## src/rtl/indicator_scan_if.sv

```systemverilog
// Serial link to the QSIC indicator panel's shift-register chain.
// The scan driver owns the master side; the panel (or a bench model) listens
// on the slave side.
interface indicator_scan_if;
    logic ip_clk;
    logic ip_out;
    logic ip_latch;

    modport master (
        output ip_clk,
        output ip_out,
        output ip_latch
    );

    modport slave (
        input ip_clk,
        input ip_out,
        input ip_latch
    );
endinterface

```

## src/rtl/indicator_scan.sv

```systemverilog
// Serial driver for the QSIC indicator panel.
// Four lamp rows are snapshotted once per frame and shifted out MSB-first
// (row0 first, row3 last) on a clock/data/latch chain. Everything runs in the
// clk20 domain. A divider produces half-bit-period ticks that pace the
// shift clock.
//
// Frame shape:
//   LOAD     : 1 cycle, snapshot the rows, present the first bit
//   SHIFT_LO : CLK_DIV cycles with ip_clk low
//   SHIFT_HI : CLK_DIV cycles with ip_clk high; on exit, drop ip_clk and
//              move to the next bit, so data only changes on falling edges
//   LATCH    : 2*CLK_DIV cycles with ip_latch high, then frame_done pulses
//
// All panel outputs come straight from flops. The panel sees true polarity;
// any board-level inversion happens outside this block.
module indicator_scan #(
    parameter int CLK_DIV  = 100,
    parameter int ROW_BITS = 36
) (
    input  logic                clk20,
    input  logic                reset,
    input  logic                clear,
    input  logic                lamp_test,
    input  logic [ROW_BITS-1:0] row0,
    input  logic [ROW_BITS-1:0] row1,
    input  logic [ROW_BITS-1:0] row2,
    input  logic [ROW_BITS-1:0] row3,
    indicator_scan_if.master    panel,
    output logic                frame_done
);

    localparam int FRAME_BITS = 4 * ROW_BITS;
    localparam int CNT_W      = $clog2(FRAME_BITS);

    localparam logic [CNT_W-1:0] LAST_BIT = CNT_W'(FRAME_BITS - 1);
    localparam logic [15:0]      DIV_LAST = 16'(CLK_DIV - 1);

    typedef enum logic [1:0] {
        ST_LOAD,
        ST_SHIFT_LO,
        ST_SHIFT_HI,
        ST_LATCH
    } state_t;

    state_t                  state_q,      state_d;
    logic [FRAME_BITS-1:0]   shadow_q,     shadow_d;
    logic [15:0]             div_cnt_q,    div_cnt_d;
    logic [CNT_W-1:0]        bit_cnt_q,    bit_cnt_d;
    logic                    latch_half_q, latch_half_d;
    logic                    ip_clk_q,     ip_clk_d;
    logic                    ip_out_q,     ip_out_d;
    logic                    ip_latch_q,   ip_latch_d;
    logic                    frame_done_q, frame_done_d;

    logic                    tick;
    logic [15:0]             div_cnt_next;

    // Half-bit-period tick at the divider's terminal count; the divider wraps on it.
    always_comb begin
        tick         = (div_cnt_q == DIV_LAST);
        div_cnt_next = tick ? 16'd0 : (div_cnt_q + 16'd1);
    end

    // Next-state and next-output logic for the scan sequencer; clear overrides everything.
    always_comb begin
        state_d      = state_q;
        shadow_d     = shadow_q;
        div_cnt_d    = div_cnt_q;
        bit_cnt_d    = bit_cnt_q;
        latch_half_d = latch_half_q;
        ip_clk_d     = ip_clk_q;
        ip_out_d     = ip_out_q;
        ip_latch_d   = ip_latch_q;
        frame_done_d = 1'b0;

        case (state_q)
            ST_LOAD: begin
                // Coherent snapshot: rows are only ever looked at here.
                if (lamp_test) begin
                    shadow_d = '1;
                end else begin
                    shadow_d = {row0, row1, row2, row3};
                end
                ip_out_d     = lamp_test | row0[ROW_BITS-1];
                bit_cnt_d    = '0;
                div_cnt_d    = 16'd0;
                latch_half_d = 1'b0;
                ip_clk_d     = 1'b0;
                ip_latch_d   = 1'b0;
                state_d      = ST_SHIFT_LO;
            end

            ST_SHIFT_LO: begin
                div_cnt_d = div_cnt_next;
                ip_clk_d  = 1'b0;
                if (tick) begin
                    ip_clk_d = 1'b1;
                    state_d  = ST_SHIFT_HI;
                end
            end

            ST_SHIFT_HI: begin
                div_cnt_d = div_cnt_next;
                ip_clk_d  = 1'b1;
                if (tick) begin
                    // Falling edge of ip_clk: advance the data line.
                    ip_clk_d = 1'b0;
                    shadow_d = {shadow_q[FRAME_BITS-2:0], 1'b0};
                    ip_out_d = shadow_q[FRAME_BITS-2];
                    if (bit_cnt_q == LAST_BIT) begin
                        ip_latch_d   = 1'b1;
                        latch_half_d = 1'b0;
                        state_d      = ST_LATCH;
                    end else begin
                        bit_cnt_d = bit_cnt_q + 1'b1;
                        state_d   = ST_SHIFT_LO;
                    end
                end
            end

            ST_LATCH: begin
                div_cnt_d  = div_cnt_next;
                ip_clk_d   = 1'b0;
                ip_latch_d = 1'b1;
                if (tick) begin
                    if (latch_half_q) begin
                        ip_latch_d   = 1'b0;
                        frame_done_d = 1'b1;
                        state_d      = ST_LOAD;
                    end else begin
                        latch_half_d = 1'b1;
                    end
                end
            end

            default: begin
                state_d = ST_LOAD;
            end
        endcase

        // Frame restart: park in LOAD without snapshotting; the snapshot
        // happens on the first LOAD cycle after clear drops.
        if (clear) begin
            state_d      = ST_LOAD;
            shadow_d     = shadow_q;
            ip_out_d     = ip_out_q;
            div_cnt_d    = 16'd0;
            bit_cnt_d    = '0;
            latch_half_d = 1'b0;
            ip_clk_d     = 1'b0;
            ip_latch_d   = 1'b0;
            frame_done_d = 1'b0;
        end
    end

    // State and output registers with asynchronous reset into LOAD.
    always_ff @(posedge clk20 or posedge reset) begin
        if (reset) begin
            state_q      <= ST_LOAD;
            shadow_q     <= '0;
            div_cnt_q    <= 16'd0;
            bit_cnt_q    <= '0;
            latch_half_q <= 1'b0;
            ip_clk_q     <= 1'b0;
            ip_out_q     <= 1'b0;
            ip_latch_q   <= 1'b0;
            frame_done_q <= 1'b0;
        end else begin
            state_q      <= state_d;
            shadow_q     <= shadow_d;
            div_cnt_q    <= div_cnt_d;
            bit_cnt_q    <= bit_cnt_d;
            latch_half_q <= latch_half_d;
            ip_clk_q     <= ip_clk_d;
            ip_out_q     <= ip_out_d;
            ip_latch_q   <= ip_latch_d;
            frame_done_q <= frame_done_d;
        end
    end

    assign panel.ip_clk   = ip_clk_q;
    assign panel.ip_out   = ip_out_q;
    assign panel.ip_latch = ip_latch_q;
    assign frame_done     = frame_done_q;

endmodule
```

## src/flat_wrapper.sv

```systemverilog
// flat-port wrapper written by rule: the top's interface ports become plain ports
module indicator_scan_flat 
#(
    parameter int CLK_DIV  = 100,
    parameter int ROW_BITS = 36
)
  (clk20, reset, clear, lamp_test, row0, row1, row2, row3, frame_done, panel_ip_clk, panel_ip_out, panel_ip_latch);
  indicator_scan_if panel_i ();
  input  logic clk20;
  input  logic reset;
  input  logic clear;
  input  logic lamp_test;
  input  logic [ROW_BITS-1:0] row0;
  input  logic [ROW_BITS-1:0] row1;
  input  logic [ROW_BITS-1:0] row2;
  input  logic [ROW_BITS-1:0] row3;
  output logic frame_done;
  output wire logic [$bits(panel_i.ip_clk)-1:0] panel_ip_clk;
  output wire logic [$bits(panel_i.ip_out)-1:0] panel_ip_out;
  output wire logic [$bits(panel_i.ip_latch)-1:0] panel_ip_latch;
  assign panel_ip_clk = panel_i.ip_clk;
  assign panel_ip_out = panel_i.ip_out;
  assign panel_ip_latch = panel_i.ip_latch;
  indicator_scan #(.CLK_DIV(CLK_DIV), .ROW_BITS(ROW_BITS)) u_core (.clk20(clk20), .reset(reset), .clear(clear), .lamp_test(lamp_test), .row0(row0), .row1(row1), .row2(row2), .row3(row3), .panel(panel_i), .frame_done(frame_done));
endmodule
```

## config.mk

```make
export PLATFORM = sky130hd
export DESIGN_NAME = indicator_scan_flat
export DESIGN_NICKNAME = d
export VERILOG_FILES = /design/src/rtl/indicator_scan_if.sv /design/src/rtl/indicator_scan.sv /design/src/flat_wrapper.sv
export SDC_FILE = /design/constraint.sdc
export NUM_CORES = 1
export LEC_CHECK = 0
export ABC_CLOCK_PERIOD_IN_PS = 6700
export CORE_MARGIN = 2
export CORE_UTILIZATION = 53
export DETAILED_ROUTE_END_ITERATION = 8
export PLACE_DENSITY = 0.83
export SLEW_MARGIN = 20
export SYNTH_ARGS = -nofsm -noshare
export SYNTH_HDL_FRONTEND = slang
export SYNTH_SLANG_ARGS = --single-unit
export TNS_END_PERCENT = 1
```

## constraint.sdc

```tcl
create_clock -name clk20 -period 6.7 [get_ports clk20]
set_clock_uncertainty 0.2 [all_clocks]
set_input_delay 0.67 -clock clk20 [delete_from_list [all_inputs] [get_ports clk20]]
set_output_delay 0.67 -clock clk20 [all_outputs]
set_load 0.01 [all_outputs]
```

==> flow_metrics.env, run 1 <==
export IMPL_postRouteAntennaNets=0
export IMPL_initial_core_util=0.538
export IMPL_min_period_over_period=0.451
export IMPL_cts_tree="built"
export IMPL_ys_top_cells_by_count="dfrtp_1, o21ai_0, nand2_1"
export IMPL_slew_headroom=0.445
export IMPL_die_y_um=130
export IMPL_async_reset_ff_frac=1.00
export IMPL_cp_start_kind="flop"
export IMPL_die_w_um=130
export IMPL_diodes=0
export IMPL_via_per_inst=5.45
export IMPL_synth_compound_area_share=0.191
export IMPL_root_buffer="clkbuf_16"
export IMPL_grt_max_degree=197
export IMPL_fp_row_count=46
export IMPL_crit_type="reg2reg"
export IMPL_cpLargestDelayFamily="buffers and inverters"
export IMPL_ctsResizeCount=0
export IMPL_hpwlAfterDp_um=11500
export IMPL_synth_seq_cells=174
export IMPL_maxCapViolCount=0
export IMPL_firstDrtPassIters=4
export IMPL_syn_inst=970
export IMPL_arrival_ns=3.15
export IMPL_tightest_slew_ns=0.832
export IMPL_drt_first_iter_violations=570
export IMPL_synth_edff_count=0
export IMPL_ys_warn_count=0
export IMPL_synth_top_area_share=0.514
export IMPL_synth_cell_types=37
export IMPL_layout_drive_gt1_share=0.0410
export IMPL_clkLatencyLatePin_ns=0.43
export IMPL_cp_cell_sequence="inv_1 -> nor2_4 -> buf_4 -> or3_1 -> o21ai_0 -> o21ai_0"
export IMPL_outcome="completed"
export IMPL_grt_overflow=0
export IMPL_fin_crit_ns=3.02
export IMPL_cts_sinks=174
export IMPL_synth_most_common_cell="dfrtp_1"
export IMPL_pwr_density_cell_mw_per_mm2=240
export IMPL_synth_simple_area_share=0.220
export IMPL_synth_fp_nets=1120
export IMPL_hold_path_class="reg2reg"
export IMPL_synthMuxAreaShare=0.00354
export IMPL_cts_path_max_buffers=2
export IMPL_synth_adder_area_share=0.00295
export IMPL_synth_top_area_cell="dfrtp_1"
export IMPL_rsz0062_at_grt="false"
export IMPL_finalHoldViolCount=0
export IMPL_routedWlPerCell_um=14.5
export IMPL_area_growth_pct=23.6
export IMPL_design_die_area_mm2=0.0170
export IMPL_clk_pin_slew_ns=0.06
export IMPL_first_global_vias=6537
export IMPL_io_pins=152
export IMPL_syn_area_mm2=0.00848
export IMPL_drc=0
export IMPL_cts_buffers_inserted=17
export IMPL_grt_use_total=0.228
export IMPL_gp_congestion=0.798
export IMPL_ys_flop_type="dfrtp_1"
export IMPL_grt_pass1_wl_um=31000
export IMPL_synth_top_family_by_area="simple AND/OR/NAND/NOR gates"
export IMPL_syn_area_per_cell_um2=8.74
export IMPL_antenna_found_initial=0
export IMPL_crit_slowest_cell="buf_4"
export IMPL_path_common_cell="o21ai_0"
export IMPL_fin_setup_tns_ns=0
export IMPL_postCtsHoldBufs=0
export IMPL_vias=7031
export IMPL_cp_slowest_stage_delay_ns=0.73
export IMPL_cp_max_fo=116
export IMPL_p_leak_nw=4.45
export IMPL_h_tree_depth=4
export IMPL_synth_xor_area_frac=0.0145
export IMPL_nNetsFinal=1211
export IMPL_vdd_drop_max_mv=0.205
export IMPL_fmax_mhz=331
export IMPL_crit_required_ns=6.84
export IMPL_cts_setup_buffers=0
export IMPL_drv_slew=0
export IMPL_worst_path_buf_inv=2
export IMPL_final_util=0.665
export IMPL_port_buffers=151
export IMPL_crit_path_end_kind="flop"
export IMPL_wl_um=18700
export IMPL_setup_viol=0
export IMPL_coreArea_mm2=0.0158
export IMPL_yosysSeqAreaShare=0.514
export IMPL_synthTopCellsByArea="dfrtp_1, or3_1, o21ai_0"
-- worst reg2reg max path: stages, from the launching register on --
cell and delay, ns:
dfrtp_1 0.68, inv_1 0.28, nor2_4 0.49, buf_4 0.74, or3_1 0.24, o21ai_0 0.08, o21ai_0 0.22
-- where the power goes --
part	total (mW)	switching (mW)	leakage, nW	internal (mW)
clock network	0.942	0.405	0.271	0.537
registers	1.25	0.0690	2.11	1.18
logic	0.318	0.151	2.07	0.167
total	2.51	0.625	4.45	1.89
-- cell families after synthesis --
| kind of cell | count (synthesis) |
|---|---|
| AOI/OAI and AO/OA | 315 |
| xor gates and xnor gates | 14 |
| adders and majority gates | 2 |
| buffers and inverters | 88 |
| DFF | 174 |
| muxes | 3 |
| and+or+nand+nor | 374 |
-- routing by layer --
metal / GRT usage / vias to the layer above / part of all wire
li1: - / 3563 / -
met4: 0.0782 / 0 / 0.017
met2: 0.342 / 161 / 0.46
met5: 0 / - / 0
met3: 0.0428 / 25 / 0.045
met1: 0.336 / 3282 / 0.48
-- final cells by class --
type                    instances  area (µm²)
multi-input cells             708        3690
repair buffers                157        1590
fillers                      1313        5290
inverters                       3        16.3
flip-flops and latches        174        4350
clock buffers                  21         470
well taps                     216         270
clock inverters                10        90.1
-- flip-flops by register name (all words and copies together) (netlist names) --
signal	cells
u_core.panel.ip_out	1
u_core.panel.ip_clk	1
u_core.panel.ip_latch	1
u_core.shadow_q	143
u_core.latch_half_q	1
u_core.bit_cnt_q	8
u_core.div_cnt_q	16
u_core.frame_done	1
u_core.state_q	2
-- final timing paths --
kind | end | slack, ns | from | depth (start not counted)
max in group asynchronous | u_core.panel.ip_latch$_DFFE_PP0P_ | 4.41 | reset | 4
worst min-delay path | u_core.shadow_q[124]$_DFFE_PP0P_ | 0.28 | u_core.shadow_q[124]$_DFFE_PP0P_ | 2
worst min register to register | u_core.shadow_q[124]$_DFFE_PP0P_ | 0.28 | u_core.shadow_q[124]$_DFFE_PP0P_ | 2
min in group asynchronous | u_core.shadow_q[71]$_DFFE_PP0P_ | 0.37 | reset | 2
worst max register to register | u_core.shadow_q[134]$_DFFE_PP0P_ | 3.68 | u_core.state_q[1]$_DFFE_PP0P_ | 6
worst max-delay path | u_core.shadow_q[134]$_DFFE_PP0P_ | 3.68 | u_core.state_q[1]$_DFFE_PP0P_ | 6
-- metrics by stage --
step	power (mW)	setup slack (ns)	instance area, µm²	hold slack [ns]	cells
floorplan	1.46	1.11	8480	0.245	970
global placement	1.57	3.72	9890	0.256	1257
detailed placement	1.59	3.70	9890	0.266	1257
CTS	2.53	3.70	10400	0.280	1288
global route	2.64	3.42	10500	0.296	1289
finish	2.51	3.68	10500	0.277	1289
-- layout by cell type (no fill, tap or decap), drive strengths merged, types with 3 or more instances in the layout --
cell type,instances
clkbuf,21
clkinvlp,3
nor2,32
xnor2,5
clkinv,6
nand4,7
a21oi,6
nand2,158
nand3,10
dfrtp,174
o21ai,295
or3,144
buf,7
clkdlybuf4s50,150
a31oi,4
and3,7
xor2,9
mux2i,3
inv,3
nand2b,3
No activity file was read; power rests on OpenSTA's default activity.
==> run 2, diff against run 1 <==
--- a/config.mk
+++ b/config.mk
@@ -5,11 +5,11 @@
 export SDC_FILE = /design/constraint.sdc
 export NUM_CORES = 1
 export LEC_CHECK = 0
-export ABC_CLOCK_PERIOD_IN_PS = 6700
+export ABC_CLOCK_PERIOD_IN_PS = 2400
 export CORE_MARGIN = 2
-export CORE_UTILIZATION = 53
+export CORE_UTILIZATION = 48
 export DETAILED_ROUTE_END_ITERATION = 8
-export PLACE_DENSITY = 0.83
+export PLACE_DENSITY = 0.8
 export SLEW_MARGIN = 20
 export SYNTH_ARGS = -nofsm -noshare
 export SYNTH_HDL_FRONTEND = slang
==> constraint.sdc (replaced) <==
create_clock -name clk20 -period 2.4 [get_ports clk20]
set_clock_uncertainty 0.2 [all_clocks]
set_input_delay 0.24 -clock clk20 [delete_from_list [all_inputs] [get_ports clk20]]
set_output_delay 0.24 -clock clk20 [all_outputs]
set_load 0.01 [all_outputs]
==> run 2 against run 1 <==
  * Setup slack worse by 3.5 ns
  * Sequential power grew to 2.8 times the previous value
  * Combinational power grew to 2.9 times the previous value
  * Critical path depth up 2
  * Count of clock-buffer cells in the layout decreased by 4
  * Via count rose by 2.6%
  * Non-clock buffer count is 19 higher
  * Core utilization down 3.9 points
  * Maximum frequency is 36% higher
  * Global-route usage down 1.4 points
  * Cell area is 3.3% higher
  * Cell count increased by 2.2%
  * Critical endpoint is now u_core.shadow_q[95]$_DFFE_PP0P_
==> flow_metrics.env, run 2 (same netlist as run 1, synthesis figures left out) <==
export IMPL_outcome="completed"
export IMPL_h_tree_depth=4
export IMPL_hpwlAfterDp_um=12600
export IMPL_crit_required_ns=2.54
export IMPL_pwr_density_cell_mw_per_mm2=684
export IMPL_clk_pin_slew_ns=0.07
export IMPL_r2r_end="u_core.shadow_q[95]$_DFFE_PP0P_"
export IMPL_layout_drive_gt1_share=0.0604
export IMPL_postRouteAntennaNets=0
export IMPL_cts_path_max_buffers=2
export IMPL_critPathCapture="u_core.shadow_q[95]$_DFFE_PP0P_"
export IMPL_largest_register="u_core.shadow_q"
export IMPL_die_y_um=137
export IMPL_cts_tree="built"
export IMPL_postCtsHoldBufs=0
export IMPL_coreArea_mm2=0.0173
export IMPL_finalPower_mw=7.40
export IMPL_gp_congestion=0.825
export IMPL_largest_register_ffs=143
export IMPL_fmax_mhz=451
export IMPL_nNetsFinal=1230
export IMPL_io_pins=152
export IMPL_first_global_vias=6565
export IMPL_top_regs="u_core.shadow_q x143, u_core.div_cnt_q x16, u_core.bit_cnt_q x8"
export IMPL_setup_slack_ns=0.183
export IMPL_ff2ff_path_depth=8
export IMPL_slew_headroom=0.637
export IMPL_multiInputGateArea_mm2=0.00369
export IMPL_clkLatencyLatePin_ns=0.43
export IMPL_grt_overflow=0
export IMPL_regArea_mm2=0.00435
export IMPL_cp_start_kind="flop"
export IMPL_arrival_ns=2.36
export IMPL_cp_max_fo=42
export IMPL_post_place_ws_ns=0.146
export IMPL_rsz0062_at_grt="false"
export IMPL_crit_path_end_kind="flop"
export IMPL_drv_slew=0
export IMPL_wl_um=19700
export IMPL_antenna_found_initial=0
export IMPL_firstDrtPassIters=5
export IMPL_area_growth_pct=27.7
export IMPL_fin_crit_ns=2.22
export IMPL_diodes=0
export IMPL_fin_setup_tns_ns=0
export IMPL_whs_ns=0.112
export IMPL_grt_use_total=0.214
export IMPL_p_leak_nw=4.62
export IMPL_startpoint="u_core.div_cnt_q[0]$_DFF_PP0_"
export IMPL_layout_common_cells="dfrtp_1, o21ai_0, nand2_1"
export IMPL_die_w_um=137
export IMPL_design_die_area_mm2=0.0187
export IMPL_maxCapViolCount=0
export IMPL_cts_sinks=174
export IMPL_initial_core_util=0.490
export IMPL_cts_buffers_inserted=17
export IMPL_fp_row_count=48
export IMPL_final_util=0.626
export IMPL_tightest_slew_ns=0.544
export IMPL_crit_type="reg2reg"
export IMPL_ctsResizeCount=0
export IMPL_grt_pass1_wl_um=31900
export IMPL_vdd_drop_max_mv=0.534
export IMPL_routedWlPerCell_um=14.9
export IMPL_via_per_inst=5.47
export IMPL_setup_viol=0
export IMPL_cts_setup_buffers=0
export IMPL_root_buffer="clkbuf_16"
export IMPL_drc=0
export IMPL_drt_first_iter_violations=349
export IMPL_grt_max_degree=113
export IMPL_vias=7214
export IMPL_hold_path_class="in2async"
export IMPL_final_common_cell="dfrtp_1"
export IMPL_port_buffers=151
export IMPL_regToRegStartpoint="u_core.div_cnt_q[0]$_DFF_PP0_"
export IMPL_rrSetupSlack_ns=0.18
export IMPL_finalHoldViolCount=0
export IMPL_n_fill_cell=1440
export IMPL_min_period_over_period=0.924
[run 2: cell count changes in the layout (fill, tap and decap cells not counted), moves of 2 or more]
| cell | change |
|---|---|
| bufinv_16 | +3 |
| inv_6 | +3 |
| clkbuf_8 | -3 |
| clkinv_2 | -2 |
| buf_12 | +11 |
| buf_4 | +10 |
[run 2: layer usage]
layer | share of wire | GRT usage | up-vias
met1 | 0.45 | 0.303 | 3379
met5 | 0 | 0 | -
met3 | 0.059 | 0.0459 | 26
li1 | - | - | 3601
met2 | 0.48 | 0.329 | 208
met4 | 0.017 | 0.0693 | 0
[run 2: critical path, cell delays in order (launching register included)]
cell and delay [ns]:
dfrtp_1 0.43, ha_1 0.27, nor3b_2 0.18, and4_1 0.22, o21ai_4 0.20, buf_12 0.21
buf_12 0.21, nand2_1 0.09, o21ai_1 0.11
[run 2: per-stage QoR]
stage / instance area (µm²) / std cells
after CTS: 10800 / 1318
after detailed placement: 10200 / 1286
after global routing: 10800 / 1318
after global placement: 10200 / 1286
after floorplan: 8480 / 970
final: 10800 / 1318
[run 2: area by class of cell]
type	instances	area share
multi-input cells	708	0.341
inverters	3	0.00139
flip-flops and latches	174	0.402
clock buffers	17	0.0393
repair buffers	176	0.171
well taps	225	0.0260
clock inverters	15	0.0192
[run 2: how the worst min path moves through the flow]
stage | slack, ns | end | cells past startpoint
final | 0.11 | u_core.shadow_q[115]$_DFFE_PP0P_ | 3
after global routing | 0.13 | u_core.shadow_q[116]$_DFFE_PP0P_ | 3
after CTS | 0.12 | u_core.shadow_q[111]$_DFFE_PP0P_ | 3
after detailed placement | 0.27 | u_core.shadow_q[140]$_DFFE_PP0P_ | 2
after global placement | 0.26 | u_core.shadow_q[140]$_DFFE_PP0P_ | 2
after floorplan | 0.21 | u_core.bit_cnt_q[7]$_DFFE_PP0P_ | 2
[run 2: power breakdown]
part / switching, mW / internal (mW)
Combinational: 0.437 / 0.498
Clock: 1.21 / 1.76
Sequential: 0.192 / 3.31
Total: 1.84 / 5.56
==> run 3, diff against run 2 <==
--- a/config.mk
+++ b/config.mk
@@ -5,11 +5,14 @@
 export SDC_FILE = /design/constraint.sdc
 export NUM_CORES = 1
 export LEC_CHECK = 0
+export ABC_AREA = 1
 export ABC_CLOCK_PERIOD_IN_PS = 2400
+export CELL_PAD_IN_SITES_DETAIL_PLACEMENT = 1
+export CELL_PAD_IN_SITES_GLOBAL_PLACEMENT = 2
 export CORE_MARGIN = 2
-export CORE_UTILIZATION = 48
+export CORE_UTILIZATION = 27
 export DETAILED_ROUTE_END_ITERATION = 8
-export PLACE_DENSITY = 0.8
+export PLACE_DENSITY = 0.79
 export SLEW_MARGIN = 20
 export SYNTH_ARGS = -nofsm -noshare
 export SYNTH_HDL_FRONTEND = slang
==> run 3 against run 2 <==
  * Sequential share of layout area fell by 4.0 points
  * Core utilization fell by 28 points
  * Cell area rose by 11%
  * Hold slack got worse by 0.042 ns
  * Power rose by 75%
  * Combinational power rose to 5.3 times the previous value
  * Register-to-register slack improved by 0.08 ns
  * Global-route usage fell by 4.7 points
  * Critical endpoint is now u_core.shadow_q[58]$_DFFE_PP0P_
  * Highest routed layer unchanged
==> flow_metrics.env, run 3 <==
export IMPL_hpwlAfterDp_um=18300
export IMPL_coreArea_mm2=0.0346
export IMPL_wl_um=29200
export IMPL_synth_fp_nets=1511
export IMPL_grt_overflow=0
export IMPL_ys_top_cells_by_count="nand2_1, dfrtp_1, nand3_1"
export IMPL_grt_use_total=0.166
export IMPL_routedWlPerCell_um=15.2
export IMPL_cts_sinks=174
export IMPL_ys_warn_count=0
export IMPL_n_fill_cell=4248
export IMPL_vias=9056
export IMPL_drt_first_iter_violations=549
export IMPL_layout_common_cells="nand2_1, dfrtp_1, nand3_1"
export IMPL_async_reset_ff_frac=1.00
export IMPL_cp_cell_sequence="ha_1 -> nand2_1 -> nor2_2 -> nand2_2 -> nand2_8 -> buf_12 -> nand3_1 -> nand2_1"
export IMPL_startpoint="u_core.div_cnt_q[0]$_DFF_PP0_"
export IMPL_root_buffer="clkbuf_16"
export IMPL_antenna_found_initial=0
export IMPL_die_w_um=192
export IMPL_initial_core_util=0.275
export IMPL_maxCapViolCount=0
export IMPL_synth_edff_count=0
export IMPL_cts_buffers_inserted=17
export IMPL_cpLargestDelayFamily="simple AND/OR/NAND/NOR gates"
export IMPL_arrival_ns=2.30
export IMPL_yosysSeqAreaShare=0.458
export IMPL_cts_setup_buffers=0
export IMPL_path_common_cell="nand2_1"
export IMPL_nNetsFinal=1606
export IMPL_pwr_density_cell_mw_per_mm2=1070
export IMPL_min_period_over_period=0.892
export IMPL_postRouteAntennaNets=0
export IMPL_cts_path_max_buffers=2
export IMPL_syn_area_mm2=0.00951
export IMPL_largest_register="u_core.shadow_q"
export IMPL_synthTopCellsByArea="dfrtp_1, nand2_1, nand3_1"
export IMPL_setup_viol=0
export IMPL_vdd_drop_max_mv=0.621
export IMPL_final_common_cell="nand2_1"
export IMPL_finalHoldViolCount=0
export IMPL_p_leak_nw=5.58
export IMPL_firstDrtPassIters=4
export IMPL_syn_inst=1361
export IMPL_cp_max_fo=92
export IMPL_diodes=0
export IMPL_regToRegStartpoint="u_core.div_cnt_q[0]$_DFF_PP0_"
export IMPL_cp_start_kind="flop"
export IMPL_first_global_vias=9582
export IMPL_crit_slowest_cell="dfrtp_1"
export IMPL_whs_ns=0.0705
export IMPL_postCtsHoldBufs=0
export IMPL_syn_area_per_cell_um2=6.99
export IMPL_via_per_inst=4.71
export IMPL_placed_area_mm2=0.0114
export IMPL_ys_flop_type="dfrtp_1"
export IMPL_synth_cell_types=28
export IMPL_die_y_um=192
export IMPL_grt_max_degree=104
export IMPL_finalPower_mw=12.9
export IMPL_largest_register_ffs=143
export IMPL_crit_type="reg2reg"
export IMPL_crit_required_ns=2.56
export IMPL_cp_slowest_stage_delay_ns=0.37
export IMPL_synth_most_common_cell="nand2_1"
export IMPL_ctsResizeCount=0
export IMPL_rsz0062_at_grt="false"
export IMPL_outcome="completed"
export IMPL_grt_pass1_wl_um=49300
export IMPL_synth_top_area_cell="dfrtp_1"
export IMPL_final_cell_area_mm2=0.0120
export IMPL_fin_setup_tns_ns=0
export IMPL_hold_path_class="in2async"
export IMPL_clk_pin_slew_ns=0.07
export IMPL_drv_slew=0
export IMPL_slew_headroom=0.598
export IMPL_drc=0
export IMPL_worst_path_buf_inv=1
export IMPL_layout_drive_gt1_share=0.0470
export IMPL_top_regs="u_core.shadow_q x143, u_core.div_cnt_q x16, u_core.bit_cnt_q x8"
export IMPL_area_growth_pct=26.4
export IMPL_cts_tree="built"
export IMPL_io_pins=152
export IMPL_synth_top_area_share=0.458
export IMPL_fp_row_count=68
export IMPL_tightest_slew_ns=0.604
export IMPL_fmax_mhz=467
export IMPL_fin_crit_ns=2.14
export IMPL_port_buffers=151
export IMPL_clkLatencyLatePin_ns=0.43
export IMPL_h_tree_depth=4
export IMPL_gp_congestion=0.779
export IMPL_synth_seq_cells=174
export IMPL_crit_path_end_kind="flop"
export IMPL_design_die_area_mm2=0.0368
run 3: layout make-up:
type                       count  area [µm²]  share of cell area
clock buffer                  23         488              0.0406
clock inverter                 8         130              0.0108
inverter                      31         125              0.0104
multi-input combinational   1059        4520               0.376
sequential                   174        4350               0.362
tap                          455         569              0.0473
timing repair buffer         173        1840               0.153
run 3: final timing paths:
kind / to / slack, ns / cells after the start
worst max-delay path: u_core.shadow_q[58]$_DFFE_PP0P_ / 0.26 / 8
worst min-delay path: u_core.shadow_q[135]$_DFFE_PP0P_ / 0.07 / 3
worst max register to register: u_core.shadow_q[58]$_DFFE_PP0P_ / 0.26 / 8
worst min register to register: u_core.div_cnt_q[0]$_DFF_PP0_ / 0.26 / 1
max in group asynchronous: u_core.shadow_q[83]$_DFFE_PP0P_ / 1.39 / 3
min in group clk20: u_core.shadow_q[0]$_DFFE_PP0P_ / 0.20 / 3
run 3: routing by layer:
metal	share of wire	track usage	up-vias	wire, µm
met5	0	0	-	0
met4	0.012	0.0420	0	361
met3	0.027	0.0265	20	777
met2	0.46	0.273	119	13500
met1	0.50	0.228	4401	14500
li1	-	-	4516	-
run 3: worst reg2reg max path: stages, from the launching register on:
cell and delay (ns):
dfrtp_1 0.37, ha_1 0.25, nand2_1 0.09, nor2_2 0.18
nand2_2 0.16, nand2_8 0.13, buf_12 0.33, nand3_1 0.25
nand2_1 0.11
run 3: kinds of logic (layout without fill, tap and decap cells):
group	count (synthesis)	count (layout)	share of synthesized area
AND/OR/NAND/NOR	893	893	0.382
flip-flops	174	174	0.458
AO/OA/AOI/OAI	161	161	0.0854
buffers and inverters	128	235	0.0698
XOR/XNOR	3	3	0.00276
adder cells (fa/ha/maj)	2	2	0.00263
run 3: power breakdown:
group	internal [mW]	total (mW)	switching, mW
Clock	1.75	2.96	1.21
Sequential	4.25	4.98	0.733
Combinational	1.81	4.97	3.16
run 3: per-stage QoR:
step	std cells	util	worst slack (ns)
after floorplan	1361	-	-0.265
after global placement	1892	0.329	0.329
after detailed placement	1892	0.329	0.300
after CTS	1923	0.347	0.278
after global routing	1923	0.347	0.109
final	1923	0.347	0.260
